File: src/rtl/playfield_renderer_if.sv
// Pixel-stream and board-lookup bus between the video timing / board store
// (master) and the playfield renderer (slave).
interface playfield_renderer_if #(
    parameter int COLS = 10,
    parameter int ROWS = 20
);
    logic                    p_tick;
    logic                    visible;
    logic [9:0]              pixel_x;
    logic [9:0]              pixel_y;
    logic [$clog2(COLS)-1:0] cell_x;
    logic [$clog2(ROWS)-1:0] cell_y;
    logic [2:0]              cell_kind;
    logic                    grid_en;
    logic [ROWS-1:0]         row_flash;
    logic [11:0]             rgb;

    modport master (
        output p_tick, visible, pixel_x, pixel_y, cell_kind, grid_en, row_flash,
        input  cell_x, cell_y, rgb
    );

    modport slave (
        input  p_tick, visible, pixel_x, pixel_y, cell_kind, grid_en, row_flash,
        output cell_x, cell_y, rgb
    );
endinterface

File: src/rtl/playfield_renderer.sv
// Two-stage playfield renderer: running counters locate the board cell for the
// current pixel (stage 1), then the looked-up cell kind is turned into a colour (stage 2).
module playfield_renderer #(
    parameter int          ORG_X        = 220,
    parameter int          ORG_Y        = 40,
    parameter int          CELL         = 20,
    parameter int          COLS         = 10,
    parameter int          ROWS         = 20,
    parameter logic [95:0] PALETTE      = {12'hF00, 12'h80C, 12'h0F3, 12'hFF0,
                                           12'hD90, 12'h04F, 12'h09D, 12'h000},
    parameter logic [11:0] BG_RGB       = 12'h111,
    parameter logic [11:0] GRID_RGB     = 12'h333,
    parameter logic [11:0] FLASH_RGB    = 12'hFFF,
    parameter int          FLASH_FRAMES = 8
) (
    input logic                 clk,
    input logic                 reset,
    playfield_renderer_if.slave bus
);
    localparam int CW = $clog2(COLS);
    localparam int RW = $clog2(ROWS);
    localparam int SW = $clog2(CELL);
    localparam int FW = $clog2(FLASH_FRAMES + 1);

    localparam logic [9:0]    X0         = 10'(ORG_X);
    localparam logic [9:0]    Y0         = 10'(ORG_Y);
    localparam logic [10:0]   X_END      = 11'(ORG_X + COLS * CELL);
    localparam logic [10:0]   Y_END      = 11'(ORG_Y + ROWS * CELL);
    localparam logic [SW-1:0] SUB_LAST   = SW'(CELL - 1);
    localparam logic [CW-1:0] COL_LAST   = CW'(COLS - 1);
    localparam logic [RW-1:0] ROW_LAST   = RW'(ROWS - 1);
    localparam logic [FW-1:0] FRAME_LAST = FW'(FLASH_FRAMES - 1);

    logic [SW-1:0] sub_x_q, sub_x_d, sub_y_q, sub_y_d;
    logic [CW-1:0] col_q, col_d, cell_x_q, cell_x_d;
    logic [RW-1:0] row_q, row_d, cell_y_q, cell_y_d;
    logic [FW-1:0] frame_q, frame_d;
    logic          blink_q, blink_d, synced_q, synced_d;
    logic          inside_q, inside_d, edge_x_q, edge_x_d, edge_y_q, edge_y_d;
    logic          flash_q, flash_d;
    logic [11:0]   rgb_q, rgb_d;

    logic          at_x0, at_org, at_frame, in_x, in_y;

    assign at_x0    = (bus.pixel_x == X0);
    assign at_org   = at_x0 && (bus.pixel_y == Y0);
    assign at_frame = (bus.pixel_x == '0) && (bus.pixel_y == '0);
    assign in_x     = ({1'b0, bus.pixel_x} >= {1'b0, X0}) && ({1'b0, bus.pixel_x} < X_END);
    assign in_y     = ({1'b0, bus.pixel_y} >= {1'b0, Y0}) && ({1'b0, bus.pixel_y} < Y_END);

    always_comb begin
        sub_x_d  = sub_x_q;
        col_d    = col_q;
        sub_y_d  = sub_y_q;
        row_d    = row_q;
        frame_d  = frame_q;
        blink_d  = blink_q;
        synced_d = synced_q;
        cell_x_d = cell_x_q;
        cell_y_d = cell_y_q;
        inside_d = inside_q;
        edge_x_d = edge_x_q;
        edge_y_d = edge_y_q;
        flash_d  = flash_q;
        rgb_d    = rgb_q;

        if (bus.p_tick) begin
            // Counters are advanced combinationally so stage 1 sees the values
            // belonging to the pixel presented on this very tick.
            if (at_x0) begin
                sub_x_d = '0;
                col_d   = '0;
            end else if (sub_x_q == SUB_LAST) begin
                sub_x_d = '0;
                if (col_q != COL_LAST) col_d = col_q + 1'b1;
            end else begin
                sub_x_d = sub_x_q + 1'b1;
            end

            if (at_org) begin
                sub_y_d = '0;
                row_d   = '0;
            end else if (at_x0) begin
                if (sub_y_q == SUB_LAST) begin
                    sub_y_d = '0;
                    if (row_q != ROW_LAST) row_d = row_q + 1'b1;
                end else begin
                    sub_y_d = sub_y_q + 1'b1;
                end
            end

            if (at_frame) begin
                if (frame_q == FRAME_LAST) begin
                    frame_d = '0;
                    blink_d = ~blink_q;
                end else begin
                    frame_d = frame_q + 1'b1;
                end
            end

            synced_d = synced_q | at_org;

            cell_x_d = col_d;
            cell_y_d = row_d;
            inside_d = in_x && in_y && bus.visible && synced_d;
            edge_x_d = (sub_x_d == '0);
            edge_y_d = (sub_y_d == '0);
            flash_d  = bus.row_flash[row_d];

            if (!inside_q)                              rgb_d = BG_RGB;
            else if (bus.grid_en && (edge_x_q || edge_y_q)) rgb_d = GRID_RGB;
            else if (flash_q && blink_q)                rgb_d = FLASH_RGB;
            else                                        rgb_d = PALETTE[int'(bus.cell_kind) * 12 +: 12];
        end
    end

    always_ff @(posedge clk) begin
        if (reset) begin
            sub_x_q  <= '0;
            col_q    <= '0;
            sub_y_q  <= '0;
            row_q    <= '0;
            frame_q  <= '0;
            blink_q  <= 1'b0;
            synced_q <= 1'b0;
            cell_x_q <= '0;
            cell_y_q <= '0;
            inside_q <= 1'b0;
            edge_x_q <= 1'b0;
            edge_y_q <= 1'b0;
            flash_q  <= 1'b0;
            rgb_q    <= '0;
        end else begin
            sub_x_q  <= sub_x_d;
            col_q    <= col_d;
            sub_y_q  <= sub_y_d;
            row_q    <= row_d;
            frame_q  <= frame_d;
            blink_q  <= blink_d;
            synced_q <= synced_d;
            cell_x_q <= cell_x_d;
            cell_y_q <= cell_y_d;
            inside_q <= inside_d;
            edge_x_q <= edge_x_d;
            edge_y_q <= edge_y_d;
            flash_q  <= flash_d;
            rgb_q    <= rgb_d;
        end
    end

    assign bus.cell_x = cell_x_q;
    assign bus.cell_y = cell_y_q;
    assign bus.rgb    = rgb_q;
endmodule

File: src/flat_wrapper.sv
// flat-port wrapper written by rule: the top's interface ports become plain ports
module playfield_renderer_flat 
#(
    parameter int          ORG_X        = 220,
    parameter int          ORG_Y        = 40,
    parameter int          CELL         = 20,
    parameter int          COLS         = 10,
    parameter int          ROWS         = 20,
    parameter logic [95:0] PALETTE      = {12'hF00, 12'h80C, 12'h0F3, 12'hFF0,
                                           12'hD90, 12'h04F, 12'h09D, 12'h000},
    parameter logic [11:0] BG_RGB       = 12'h111,
    parameter logic [11:0] GRID_RGB     = 12'h333,
    parameter logic [11:0] FLASH_RGB    = 12'hFFF,
    parameter int          FLASH_FRAMES = 8
)
  (clk, reset, bus_p_tick, bus_visible, bus_pixel_x, bus_pixel_y, bus_cell_kind, bus_grid_en, bus_row_flash, bus_cell_x, bus_cell_y, bus_rgb);
  playfield_renderer_if #(.COLS(COLS), .ROWS(ROWS)) bus_i ();
  input logic clk;
  input logic reset;
  input wire logic [$bits(bus_i.p_tick)-1:0] bus_p_tick;
  input wire logic [$bits(bus_i.visible)-1:0] bus_visible;
  input wire logic [$bits(bus_i.pixel_x)-1:0] bus_pixel_x;
  input wire logic [$bits(bus_i.pixel_y)-1:0] bus_pixel_y;
  input wire logic [$bits(bus_i.cell_kind)-1:0] bus_cell_kind;
  input wire logic [$bits(bus_i.grid_en)-1:0] bus_grid_en;
  input wire logic [$bits(bus_i.row_flash)-1:0] bus_row_flash;
  output wire logic [$bits(bus_i.cell_x)-1:0] bus_cell_x;
  output wire logic [$bits(bus_i.cell_y)-1:0] bus_cell_y;
  output wire logic [$bits(bus_i.rgb)-1:0] bus_rgb;
  assign bus_i.p_tick = bus_p_tick;
  assign bus_i.visible = bus_visible;
  assign bus_i.pixel_x = bus_pixel_x;
  assign bus_i.pixel_y = bus_pixel_y;
  assign bus_i.cell_kind = bus_cell_kind;
  assign bus_i.grid_en = bus_grid_en;
  assign bus_i.row_flash = bus_row_flash;
  assign bus_cell_x = bus_i.cell_x;
  assign bus_cell_y = bus_i.cell_y;
  assign bus_rgb = bus_i.rgb;
  playfield_renderer #(.ORG_X(ORG_X), .ORG_Y(ORG_Y), .CELL(CELL), .COLS(COLS), .ROWS(ROWS), .PALETTE(PALETTE), .BG_RGB(BG_RGB), .GRID_RGB(GRID_RGB), .FLASH_RGB(FLASH_RGB), .FLASH_FRAMES(FLASH_FRAMES)) u_core (.clk(clk), .reset(reset), .bus(bus_i));
endmodule
File: config.mk
export PLATFORM = sky130hd
export DESIGN_NAME = playfield_renderer_flat
export DESIGN_NICKNAME = d
export VERILOG_FILES = /design/src/rtl/playfield_renderer_if.sv /design/src/rtl/playfield_renderer.sv /design/src/flat_wrapper.sv
export SDC_FILE = /design/constraint.sdc
export NUM_CORES = 1
export LEC_CHECK = 0
export ABC_CLOCK_PERIOD_IN_PS = 2500
export BUFFER_PORTS_ARGS = -buffer_cell sky130_fd_sc_hd__buf_2
export CORE_AREA = 2 2 98 62
export DETAILED_ROUTE_END_ITERATION = 12
export DIE_AREA = 0 0 100 64
export PLACE_DENSITY = 0.76
export SYNTH_ARGS = -nofsm -noshare
export SYNTH_HDL_FRONTEND = slang
export SYNTH_SLANG_ARGS = --single-unit
export TNS_END_PERCENT = 5
File: constraint.sdc
create_clock -name clk -period 2.5 [get_ports clk]
set_input_delay 0.125 -clock clk [delete_from_list [all_inputs] [get_ports clk]]
set_output_delay 0.125 -clock clk [all_outputs]
set_load 0.005 [all_outputs]
Word-level counts from Yosys, hierarchy flattened. Cells that the tools add are included.

Register bits after elaboration: 41. Bits of input ports: 48.

Multiplexer cells: 21. Bitwise operators: 2. Order comparisons: 5. Shift operators: 1. Reductions and logical operators: 19. Equality and inequality tests: 7. Multiply operators: 1. Add/sub/neg operators: 5.

Operator list (number): 96-bit by 32-bit indexed part select with 12-bit output, first input constant (1); 5-bit 2-to-1 mux (12); 12-bit 2-to-1 mux (3); 10-bit logical NOT (2); 10-bit by 9-bit < comparator with 1-bit output, second input constant (2); 4-bit 2-to-1 mux (4); 5-bit by 1-bit adder with 5-bit output, second input constant (3); 10-bit by 6-bit equality test with 1-bit output, second input constant (1); 10-bit by 8-bit equality test with 1-bit output, second input constant (1); 5-bit equality test, second input constant (2); 10-bit by 6-bit >= comparator with 1-bit output, second input constant (1); 10-bit by 8-bit >= comparator with 1-bit output, second input constant (1); 5-bit logical NOT (2); 1-bit logical AND (9); 4-bit by 1-bit adder with 4-bit output, second input constant (2); 5-bit by 6-bit < comparator with 1-bit output, second input constant (1); 3-bit AND reduction (2); 1-bit binary-select mux with 5-bit select (1); 3-bit by 2-bit multiplier with 5-bit output, second input constant (1); 5-bit inequality test, second input constant (1); 4-bit by 3-bit equality test with 1-bit output, second input constant (1); 4-bit inequality test, second input constant (1); 2-bit nonzero test (2); 2-bit AND reduction (1); other kinds (4) (4).

Depth between registers and ports, before layout. Gate-level depths: netlist of the first run.

Depth in word-level cells: 8. Gate-level depth with buffers: 9. Gate-level depth less buffers: 9.

Worst setup path after synthesis of the first run. No wires, ideal clock.

Path type: input port to flip-flop. Start: input port bus_pixel_x[9]. End: register u_core.flash_q. Library setup time: 142 ps. Path buffers: 0. Path slack: -88 ps. Data required time: 2358 ps. Cell stages on the path: 8. Arrival: 2446 ps. Cell sequence: or4_4 > or4_4 > o21ai_1 > and2_1 > mux2_2 > o2111a_1 > a41oi_1 > a311oi_1.

Longest elaborated chain between the ends: 6. Elaborated cells between the ends (all ways): 7. Those cells by class: 1 x eq/ne; 5 x mux; 1 x reduce/logical.

Ends and longest elaborated chain: start, declared (line flat_wrapper.sv:22) `input wire logic [$bits(bus_i.pixel_x)-1:0] bus_pixel_x;`; 10-bit by 8-bit equality test with 1-bit output * (line playfield_renderer.sv:45) `assign at_x0 = (bus.pixel_x == X0);`; 5-bit 2-to-1 mux / 1-bit logical AND (equally long branches) (line playfield_renderer.sv:83, playfield_renderer.sv:46); 5-bit 2-to-1 mux * (line playfield_renderer.sv:80) `if (at_org) begin`; 5-bit 2-to-1 mux * (line playfield_renderer.sv:67) `if (bus.p_tick) begin`; 1-bit binary-select mux with 5-bit select * (line playfield_renderer.sv:108) `flash_d = bus.row_flash[row_d];`; 1-bit 2-to-1 mux (implied by the code) * (line playfield_renderer.sv:108); end signal, assigned (line playfield_renderer.sv:146) `flash_q <= flash_d;`; end, declared (line playfield_renderer.sv:40) `logic flash_q, flash_d;`.

Mark *: on every way between the ends. The rest lies on a longest branch, timed or not. The select of a mux whose other input is x is not followed. A chain may end at the register's enable or synchronous reset.

Final worst setup path of the first run.
Start: input port bus_pixel_x[0]. End: register u_core.flash_q.

Same word-level chain as after synthesis.

==> results of run 1 <==
layer usage:
layer | vias up | routed length [µm] | global-route usage, %
met5 | - | 0 | 0
met4 | 0 | 59 | 5.993
met3 | 9 | 658 | 5.033
met2 | 130 | 3440 | 38.60
met1 | 1426 | 3806 | 36.16
li1 | 1487 | - | -
cells in the mapped netlist (3+ instances only):
cell	number	area share, %
nand2b_1	3	0.72
mux2i_1	7	2.7
xor2_1	4	1.4
a211oi_1	7	2.0
dfxtp_1	40	31
nor4_1	7	1.7
clkbuf_1	12	1.7
nand4_1	5	1.2
inv_1	17	2.5
o21ai_0	22	4.2
buf_1	3	0.43
nand3_1	12	2.3
nor2_1	50	7.2
nand3b_1	3	0.87
a21oi_1	30	5.8
nor3_1	15	2.9
a22oi_1	5	1.4
o211ai_1	7	2.0
o221ai_1	3	1.0
a32oi_1	3	1.0
a221oi_1	3	1.0
or4_4	3	1.3
nand2_1	38	5.5
ha_1	9	4.3
placed cells by master (no fill, tap or decap), types with 3 or more instances in the layout:
cell type  netlist  routed
a211oi_1         7       7
a21oi_1         30      30
a221oi_1         3       3
a22oi_1          5       4
buf_2            0      68
buf_4            1      43
clkbuf_8         0       5
dfxtp_1         40      38
ha_1             9       7
inv_1           17      17
mux2i_1          7       7
nand2_1         38      37
nand2b_1         3       3
nand3_1         12      12
nand3b_1         3       3
nand4_1          5       5
nor2_1          50      49
nor3_1          15      14
nor4_1           7       7
o211ai_1         7       7
o21ai_0         22      22
o221ai_1         3       3
or4_4            3       3
xor2_1           4       4
cells by family (layout without fill, tap and decap cells):
logic type | after synthesis | after routing | synth area share (%)
and+or+nand+nor | 156 | 156 | 30.32
AOI/OAI and AO/OA | 96 | 96 | 23.81
DFF | 40 | 40 | 30.90
buffers and inverters | 33 | 136 | 4.925
adders and majority gates | 9 | 9 | 4.346
muxes | 9 | 9 | 4.008
xor gates and xnor gates | 5 | 5 | 1.690
worst paths after layout:
kind,end,cells after the start
setup / recovery,u_core.flash_q,9
hold / removal,u_core.bus.rgb[11],5
setup reg to reg,u_core.flash_q,10
hold reg to reg,u_core.bus.rgb[6],2
metrics by stage:
step / total power [mW] / cell area [µm²] / setup TNS [ns] / hold WS (ns) / setup WS, ns
floorplan: 0.8146 / 2615 / 0 / 0.3763 / 0.01050
global placement: 0.9202 / 3271 / -0.2521 / 0.4486 / -0.1594
detailed placement: 0.9261 / 3271 / -0.3649 / 0.4516 / -0.2443
CTS: 1.446 / 3391 / 0 / 0.2636 / 0.03374
global route: 1.524 / 3493 / -0.02852 / 0.3159 / -0.02852
finish: 1.460 / 3493 / 0 / 0.2742 / 0.07637
registers in the layout, indices dropped and copies added, names as in the netlist:
register and flops:
u_core.bus.rgb 11, u_core.bus.cell_y 5, u_core.sub_x_q 5, u_core.sub_y_q 5, u_core.bus.cell_x 4, u_core.frame_q 4, u_core.blink_q 1, u_core.edge_x_q 1
u_core.edge_y_q 1, u_core.flash_q 1, u_core.inside_q 1, u_core.synced_q 1
critical path: stages:
cell,delay [ns]
buf_2,0.10
or4_4,0.53
or4_4,0.59
or4_4,0.45
mux2i_4,0.20
nand2_2,0.07
a211oi_2,0.23
a31oi_1,0.06
a311oi_1,0.26
power groups by stage:
stage | registers (mW) | logic, mW | clock network (mW)
after floorplan | 0.686 | 0.129 | 0
after global placement | 0.684 | 0.236 | 0
after detailed placement | 0.685 | 0.241 | 0
after CTS | 0.671 | 0.245 | 0.531
after global routing | 0.677 | 0.279 | 0.567
final | 0.675 | 0.255 | 0.530
layout make-up:
| cell class | instances | area share (%) |
|---|---|---|
| flip-flops and latches | 40 | 22.99 |
| clock buffers | 6 | 2.077 |
| repair buffers | 111 | 18.98 |
| inverters | 17 | 1.827 |
| multi-input cells | 275 | 50.64 |
| clock inverters | 2 | 1.003 |
| well taps | 69 | 2.471 |
what timing repair did:
| action | CTS | global route |
|---|---|---|
| pin swaps | 1 | 6 |
| gates resized for setup | 2 | 14 |
| setup endpoints to repair | 1 | 1 |
| cloned | 0 | 0 |
| setup buffers | 1 | 3 |
==> run_summary.xml, run 1 <==
<?xml version="1.0" encoding="UTF-8"?>
<metrics>
  <group name="floorplan">
    <metric name="core.rowCount" unit="">21</metric>
    <metric name="start_util" unit="%">47.41</metric>
    <metric name="die_height" unit="µm">64</metric>
    <metric name="floorplan.io_pins" unit="">69</metric>
    <metric name="die_footprint" unit="µm²">6400</metric>
    <metric name="floorplan.core_area" unit="µm²">5465</metric>
    <metric name="die_width" unit="µm">100</metric>
  </group>
  <group name="synthesis">
    <metric name="ys_types" unit="">54</metric>
    <metric name="mapped_avg_cell_area" unit="µm²">7.446</metric>
    <metric name="synth-warning-count" unit="">0</metric>
    <metric name="mappedNetlistArea" unit="µm²">2591</metric>
    <metric name="synth_top_flop_cell" unit="">dfxtp_1</metric>
    <metric name="yosys_register_bits" unit="">40</metric>
    <metric name="synth_async_sr_flop_share" unit="%">0</metric>
    <metric name="synth-edff-count" unit="">0</metric>
    <metric name="post_synth_inst_count" unit="">348</metric>
    <metric name="yosysSeqAreaShare" unit="%">30.90</metric>
    <metric name="synth_fp_nets" unit="">405</metric>
  </group>
  <group name="clock_network">
    <metric name="postCtsHoldBufs" unit="">0</metric>
    <metric name="tritoncts" unit="">done</metric>
    <metric name="clock_tree.root_cell" unit="">clkbuf_8</metric>
    <metric name="max-clock-path-buffers" unit="">2</metric>
    <metric name="clk_pin_slew_worst_paths" unit="ns">0.08</metric>
    <metric name="clock_insertion_delay_worst_skew" unit="ns">0.30</metric>
    <metric name="cts_inserted_buffers" unit="">5</metric>
    <metric name="htreeDepth" unit="">2</metric>
    <metric name="sink_count" unit="">40</metric>
  </group>
  <group name="critical_path">
    <metric name="timing.setup.critical_path_class" unit="">in -&gt; reg</metric>
    <metric name="setup.reg_to_reg.worst_slack" unit="ns">0.10</metric>
    <metric name="r2r_start" unit="">u_core.bus.cell_y[0]</metric>
    <metric name="setup.worst_path.start" unit="">bus_pixel_x[0]</metric>
    <metric name="critical_path.startpoint_type" unit="">input port</metric>
    <metric name="critical_path_peak_fanout" unit="">7</metric>
    <metric name="cp_data_arrival_time" unit="ns">2.62</metric>
    <metric name="cp_capture_type" unit="">flip-flop</metric>
    <metric name="critical_path_required" unit="ns">2.70</metric>
  </group>
  <group name="pwr">
    <metric name="power.switching" unit="µW">388.9</metric>
    <metric name="p_leak" unit="nW">1.483</metric>
    <metric name="p_seq_share" unit="%">46.2</metric>
    <metric name="share_clk_of_total_power" unit="%">36.3</metric>
    <metric name="power.switching_fraction" unit="%">26.64</metric>
    <metric name="comb_power_share" unit="%">17.5</metric>
    <metric name="internal_power" unit="mW">1.071</metric>
    <metric name="power.density" unit="nW/µm²">417.9</metric>
    <metric name="ir_drop" unit="V">0.0002357</metric>
  </group>
  <group name="hold_path">
    <metric name="critical_hold_path_startpoint" unit="">bus_cell_kind[1]</metric>
    <metric name="hold_path.class" unit="">in -&gt; reg</metric>
  </group>
  <group name="detailed_routing">
    <metric name="wl" unit="µm">7965</metric>
    <metric name="ant_nets" unit="">0</metric>
    <metric name="drt-pass1-iter-count" unit="">5</metric>
    <metric name="drc" unit="">0</metric>
    <metric name="total_number_of_vias" unit="">3052</metric>
    <metric name="first_iter_violations" unit="">260</metric>
    <metric name="routedWlPerCell" unit="µm">15.32</metric>
    <metric name="routed_via_density" unit="">5.869</metric>
  </group>
  <group name="flow_run">
    <metric name="max_cap_violations" unit="">0</metric>
  </group>
  <group name="global_route">
    <metric name="grt_pass1_wl" unit="µm">12900</metric>
    <metric name="grt_start_max_net_pins" unit="">41</metric>
    <metric name="number_of_antenna_violations_at_the_first_check_in_global_routing" unit="">0</metric>
    <metric name="first_global_vias" unit="">2760</metric>
    <metric name="gr-usage-all-layers" unit="%">25.10</metric>
    <metric name="grt-ovfl-total" unit="">0</metric>
  </group>
  <group name="placement">
    <metric name="place.port_buffers" unit="">68</metric>
    <metric name="routabilityCongestion" unit="">0.9814</metric>
    <metric name="place_inst" unit="">508</metric>
    <metric name="dp.final_hpwl" unit="µm">5832</metric>
  </group>
  <group name="finish">
    <metric name="design.final.nets" unit="">507</metric>
    <metric name="drive_above_1_share" unit="%">31.93</metric>
    <metric name="layout.core_utilization" unit="%">63.92</metric>
    <metric name="finish.cell_count_without_fillers" unit="">520</metric>
    <metric name="insertedDiodeCount" unit="">0</metric>
    <metric name="layout.filler_cells" unit="">483</metric>
    <metric name="multiInputGateArea" unit="µm²">1769</metric>
    <metric name="post_synthesis_to_final_layout_area_growth" unit="%">34.81</metric>
    <metric name="ff_latch_area" unit="µm²">803.3</metric>
  </group>
  <group name="sta">
    <metric name="finClkSkew" unit="ns">0.008334</metric>
    <metric name="timing_max_transition_violations_final" unit="">0</metric>
    <metric name="finalCritPeriodShare" unit="%">96.95</metric>
    <metric name="final-setup-viol-count" unit="">0</metric>
    <metric name="final.min_clock_period" unit="ns">2.424</metric>
    <metric name="max-slew-margin-rel" unit="%">49.91</metric>
    <metric name="timing.final.hold_violations" unit="">0</metric>
    <metric name="clock.fmax" unit="MHz">412.6</metric>
    <metric name="tightestPinTransition" unit="ns">0.7514</metric>
  </group>
  <group name="run_status">
    <metric name="status" unit="">completed</metric>
  </group>
</metrics>
Note: power is estimated with default switching activity, not from simulation.
==> run 2: changes to the inputs <==
Settings changed: ABC_CLOCK_PERIOD_IN_PS 2500 to 2300, CORE_AREA 2 2 98 62 to 2 2 96 61, DIE_AREA 0 0 100 64 to 0 0 98 63, HOLD_SLACK_MARGIN from default to 0.02, PLACE_DENSITY 0.76 to 0.75.
Clock period 2.5 ns to 2.3 ns, I/O delays scaled along.
==> run 2 against run 1 <==
The run now ends with setup timing left. Global-route usage grew 1.2 points. Clock power grew 9.6%. Sequential share of layout area shrank 0.66 points. Wire length grew 2.6%. Non-clock buffer count grew 9. Combinational power grew 18%. Worst hold slack lost 0.046 ns. Clock-buffer cell count shrank 1. Total power grew 10%. Worst setup slack lost 0.23 ns. Register-to-register slack lost 0.22 ns. Core utilization grew 3.5 points. Critical path type unchanged. Largest cell class unchanged.
==> run_summary.xml, run 2 (synthesized netlist as in run 1, its figures left out) <==
<?xml version="1.0" encoding="UTF-8"?>
<metrics>
  <group name="finish">
    <metric name="flip_flop_count_of_the_largest_register_after_layout" unit="">11</metric>
    <metric name="final_design_area_no_fill" unit="µm²">3597</metric>
    <metric name="drive_above_1_share" unit="%">33.70</metric>
    <metric name="insertedDiodeCount" unit="">0</metric>
    <metric name="layout.core_utilization" unit="%">67.44</metric>
    <metric name="most-common-layout-cells" unit="">buf_2, buf_4, nor2_1</metric>
    <metric name="design.final.nets" unit="">516</metric>
    <metric name="layout.filler_cells" unit="">445</metric>
    <metric name="post_synthesis_to_final_layout_area_growth" unit="%">38.82</metric>
    <metric name="commonest_non_fill_non_tap_cell_in_the_layout" unit="">buf_2</metric>
  </group>
  <group name="critical_path">
    <metric name="r2r_end" unit="">u_core.flash_q</metric>
    <metric name="cp_data_arrival_time" unit="ns">2.65</metric>
    <metric name="setup.worst_path.start" unit="">bus_pixel_x[0]</metric>
    <metric name="critPathCapture" unit="">u_core.flash_q</metric>
    <metric name="critical_path.startpoint_type" unit="">input port</metric>
    <metric name="timing.setup.critical_path_class" unit="">in -&gt; reg</metric>
    <metric name="critical_path_required" unit="ns">2.50</metric>
    <metric name="setup.reg_to_reg.worst_slack" unit="ns">-0.12</metric>
    <metric name="cp_capture_type" unit="">flip-flop</metric>
    <metric name="r2r_worst_path_depth" unit="">10</metric>
    <metric name="critical_path_peak_fanout" unit="">6</metric>
    <metric name="r2r_start" unit="">u_core.bus.cell_y[1]</metric>
  </group>
  <group name="floorplan">
    <metric name="core.rowCount" unit="">21</metric>
    <metric name="floorplan.io_pins" unit="">69</metric>
    <metric name="die_width" unit="µm">98</metric>
    <metric name="floorplan.core_area" unit="µm²">5334</metric>
    <metric name="die_footprint" unit="µm²">6174</metric>
    <metric name="start_util" unit="%">48.58</metric>
    <metric name="die_height" unit="µm">63</metric>
  </group>
  <group name="pwr">
    <metric name="comb_power_share" unit="%">18.7</metric>
    <metric name="power.density" unit="nW/µm²">448.3</metric>
    <metric name="power.switching" unit="µW">435.6</metric>
    <metric name="p_seq_share" unit="%">45.2</metric>
    <metric name="p_leak" unit="nW">1.534</metric>
    <metric name="share_clk_of_total_power" unit="%">36.0</metric>
    <metric name="ir_drop" unit="V">0.0004248</metric>
    <metric name="internal_power" unit="mW">1.177</metric>
    <metric name="power.switching_fraction" unit="%">27.01</metric>
  </group>
  <group name="detailed_routing">
    <metric name="ant_nets" unit="">0</metric>
    <metric name="drt-pass1-iter-count" unit="">5</metric>
    <metric name="wl" unit="µm">8170</metric>
    <metric name="routedWlPerCell" unit="µm">15.44</metric>
    <metric name="drc" unit="">0</metric>
    <metric name="first_iter_violations" unit="">290</metric>
    <metric name="routed_via_density" unit="">5.875</metric>
    <metric name="total_number_of_vias" unit="">3108</metric>
  </group>
  <group name="placement">
    <metric name="placedInstanceArea" unit="µm²">3338</metric>
    <metric name="routabilityCongestion" unit="">1.015</metric>
    <metric name="dp.final_hpwl" unit="µm">5945</metric>
    <metric name="place.port_buffers" unit="">68</metric>
    <metric name="post-place-ws" unit="ns">-0.4263</metric>
  </group>
  <group name="sta">
    <metric name="final-setup-viol-count" unit="">2</metric>
    <metric name="finalWorstSetupSlack" unit="ns">-0.1541</metric>
    <metric name="final.min_clock_period" unit="ns">2.454</metric>
    <metric name="max-slew-margin-rel" unit="%">50.63</metric>
    <metric name="timing_max_transition_violations_final" unit="">0</metric>
    <metric name="rsz_0062_raised_after_global_routing" unit="">yes</metric>
    <metric name="finClkSkew" unit="ns">0.009488</metric>
    <metric name="tightestPinTransition" unit="ns">0.7405</metric>
    <metric name="clock.fmax" unit="MHz">407.5</metric>
    <metric name="finalCritPeriodShare" unit="%">106.7</metric>
    <metric name="timing.hold.ws" unit="ns">0.2280</metric>
    <metric name="timing.final.hold_violations" unit="">0</metric>
  </group>
  <group name="clock_network">
    <metric name="cts_inserted_buffers" unit="">5</metric>
    <metric name="htreeDepth" unit="">2</metric>
    <metric name="tritoncts" unit="">done</metric>
    <metric name="sink_count" unit="">40</metric>
    <metric name="clock_insertion_delay_worst_skew" unit="ns">0.30</metric>
    <metric name="max-clock-path-buffers" unit="">2</metric>
    <metric name="clk_pin_slew_worst_paths" unit="ns">0.07</metric>
    <metric name="postCtsHoldBufs" unit="">0</metric>
    <metric name="clock_tree.root_cell" unit="">clkbuf_8</metric>
  </group>
  <group name="run_status">
    <metric name="failed_checks" unit="">setup timing</metric>
    <metric name="status" unit="">finished, violations left</metric>
  </group>
  <group name="global_route">
    <metric name="grt_pass1_wl" unit="µm">13260</metric>
    <metric name="gr-usage-all-layers" unit="%">26.25</metric>
    <metric name="first_global_vias" unit="">2861</metric>
    <metric name="number_of_antenna_violations_at_the_first_check_in_global_routing" unit="">0</metric>
    <metric name="grt-ovfl-total" unit="">0</metric>
    <metric name="grt_start_max_net_pins" unit="">41</metric>
  </group>
  <group name="flow_run">
    <metric name="max_cap_violations" unit="">0</metric>
  </group>
  <group name="hold_path">
    <metric name="hold_path.class" unit="">in -&gt; reg</metric>
  </group>
</metrics>
[run 2: worst min-delay path by stage]
stage	from	end	slack, ns	cells after the start
floorplan	bus_pixel_x[8]	u_core.inside_q	0.37	2
global route	bus_pixel_x[7]	u_core.inside_q	0.26	4
detailed placement	u_core.bus.rgb[6]	u_core.bus.rgb[6]	0.45	2
global placement	u_core.synced_q	u_core.synced_q	0.45	2
finish	bus_pixel_x[7]	u_core.inside_q	0.23	4
CTS	bus_pixel_x[7]	u_core.inside_q	0.23	4
[run 2: power by group through the flow]
stage | Clock [mW] | Combinational, mW | Sequential, mW
4_1_cts | 0.593 | 0.284 | 0.728
2_1_floorplan | 0 | 0.140 | 0.745
5_1_grt | 0.621 | 0.331 | 0.731
3_3_place_gp | 0 | 0.269 | 0.742
6_report | 0.581 | 0.302 | 0.729
3_5_place_dp | 0 | 0.275 | 0.743
[run 2: layout make-up]
| type | count | area, µm² | area share (%) |
|---|---|---|---|
| Tap cell | 69 | 86.33 | 2.400 |
| Clock buffer | 5 | 68.82 | 1.913 |
| Clock inverter | 3 | 42.54 | 1.183 |
| Inverter | 17 | 63.81 | 1.774 |
| Timing Repair Buffer | 120 | 747.0 | 20.77 |
| Multi-Input combinational cell | 275 | 1785 | 49.63 |
| Sequential cell | 40 | 803.3 | 22.33 |
[run 2: timing repair]
item / in CTS / in global routing
gates resized for setup: 12 / 11
setup endpoints to repair: 2 / 2
hold endpoints to repair: 0 / 0
setup buffers: 2 / 2
pin swaps: 8 / 6
[run 2: routing by layer]
metal	vias to the layer above	part of all wire [%]	routed length (µm)	global-route usage (%)
li1	1498	-	-	-
met1	1456	48	3896	38.85
met2	141	42	3438	37.24
met3	13	9.1	740	6.935
met4	0	1.2	94	7.292
met5	-	0	0	0
[run 2: stage by stage]
| stage | total power [mW] | cells | setup TNS [ns] |
|---|---|---|---|
| after floorplan | 0.8856 | 348 | -0.3070 |
| after global placement | 1.010 | 517 | -0.7628 |
| after detailed placement | 1.018 | 517 | -1.007 |
| after CTS | 1.605 | 527 | -0.07871 |
| after global routing | 1.683 | 529 | -0.2727 |
| final | 1.613 | 529 | -0.1697 |
[run 2: worst max-delay path, stage by stage]
cell,delay (ns)
buf_6,0.09
or4_4,0.56
or4_4,0.60
or4_4,0.46
mux2i_4,0.22
nand2_1,0.10
a211oi_2,0.15
a31oi_1,0.06
a311oi_1,0.29
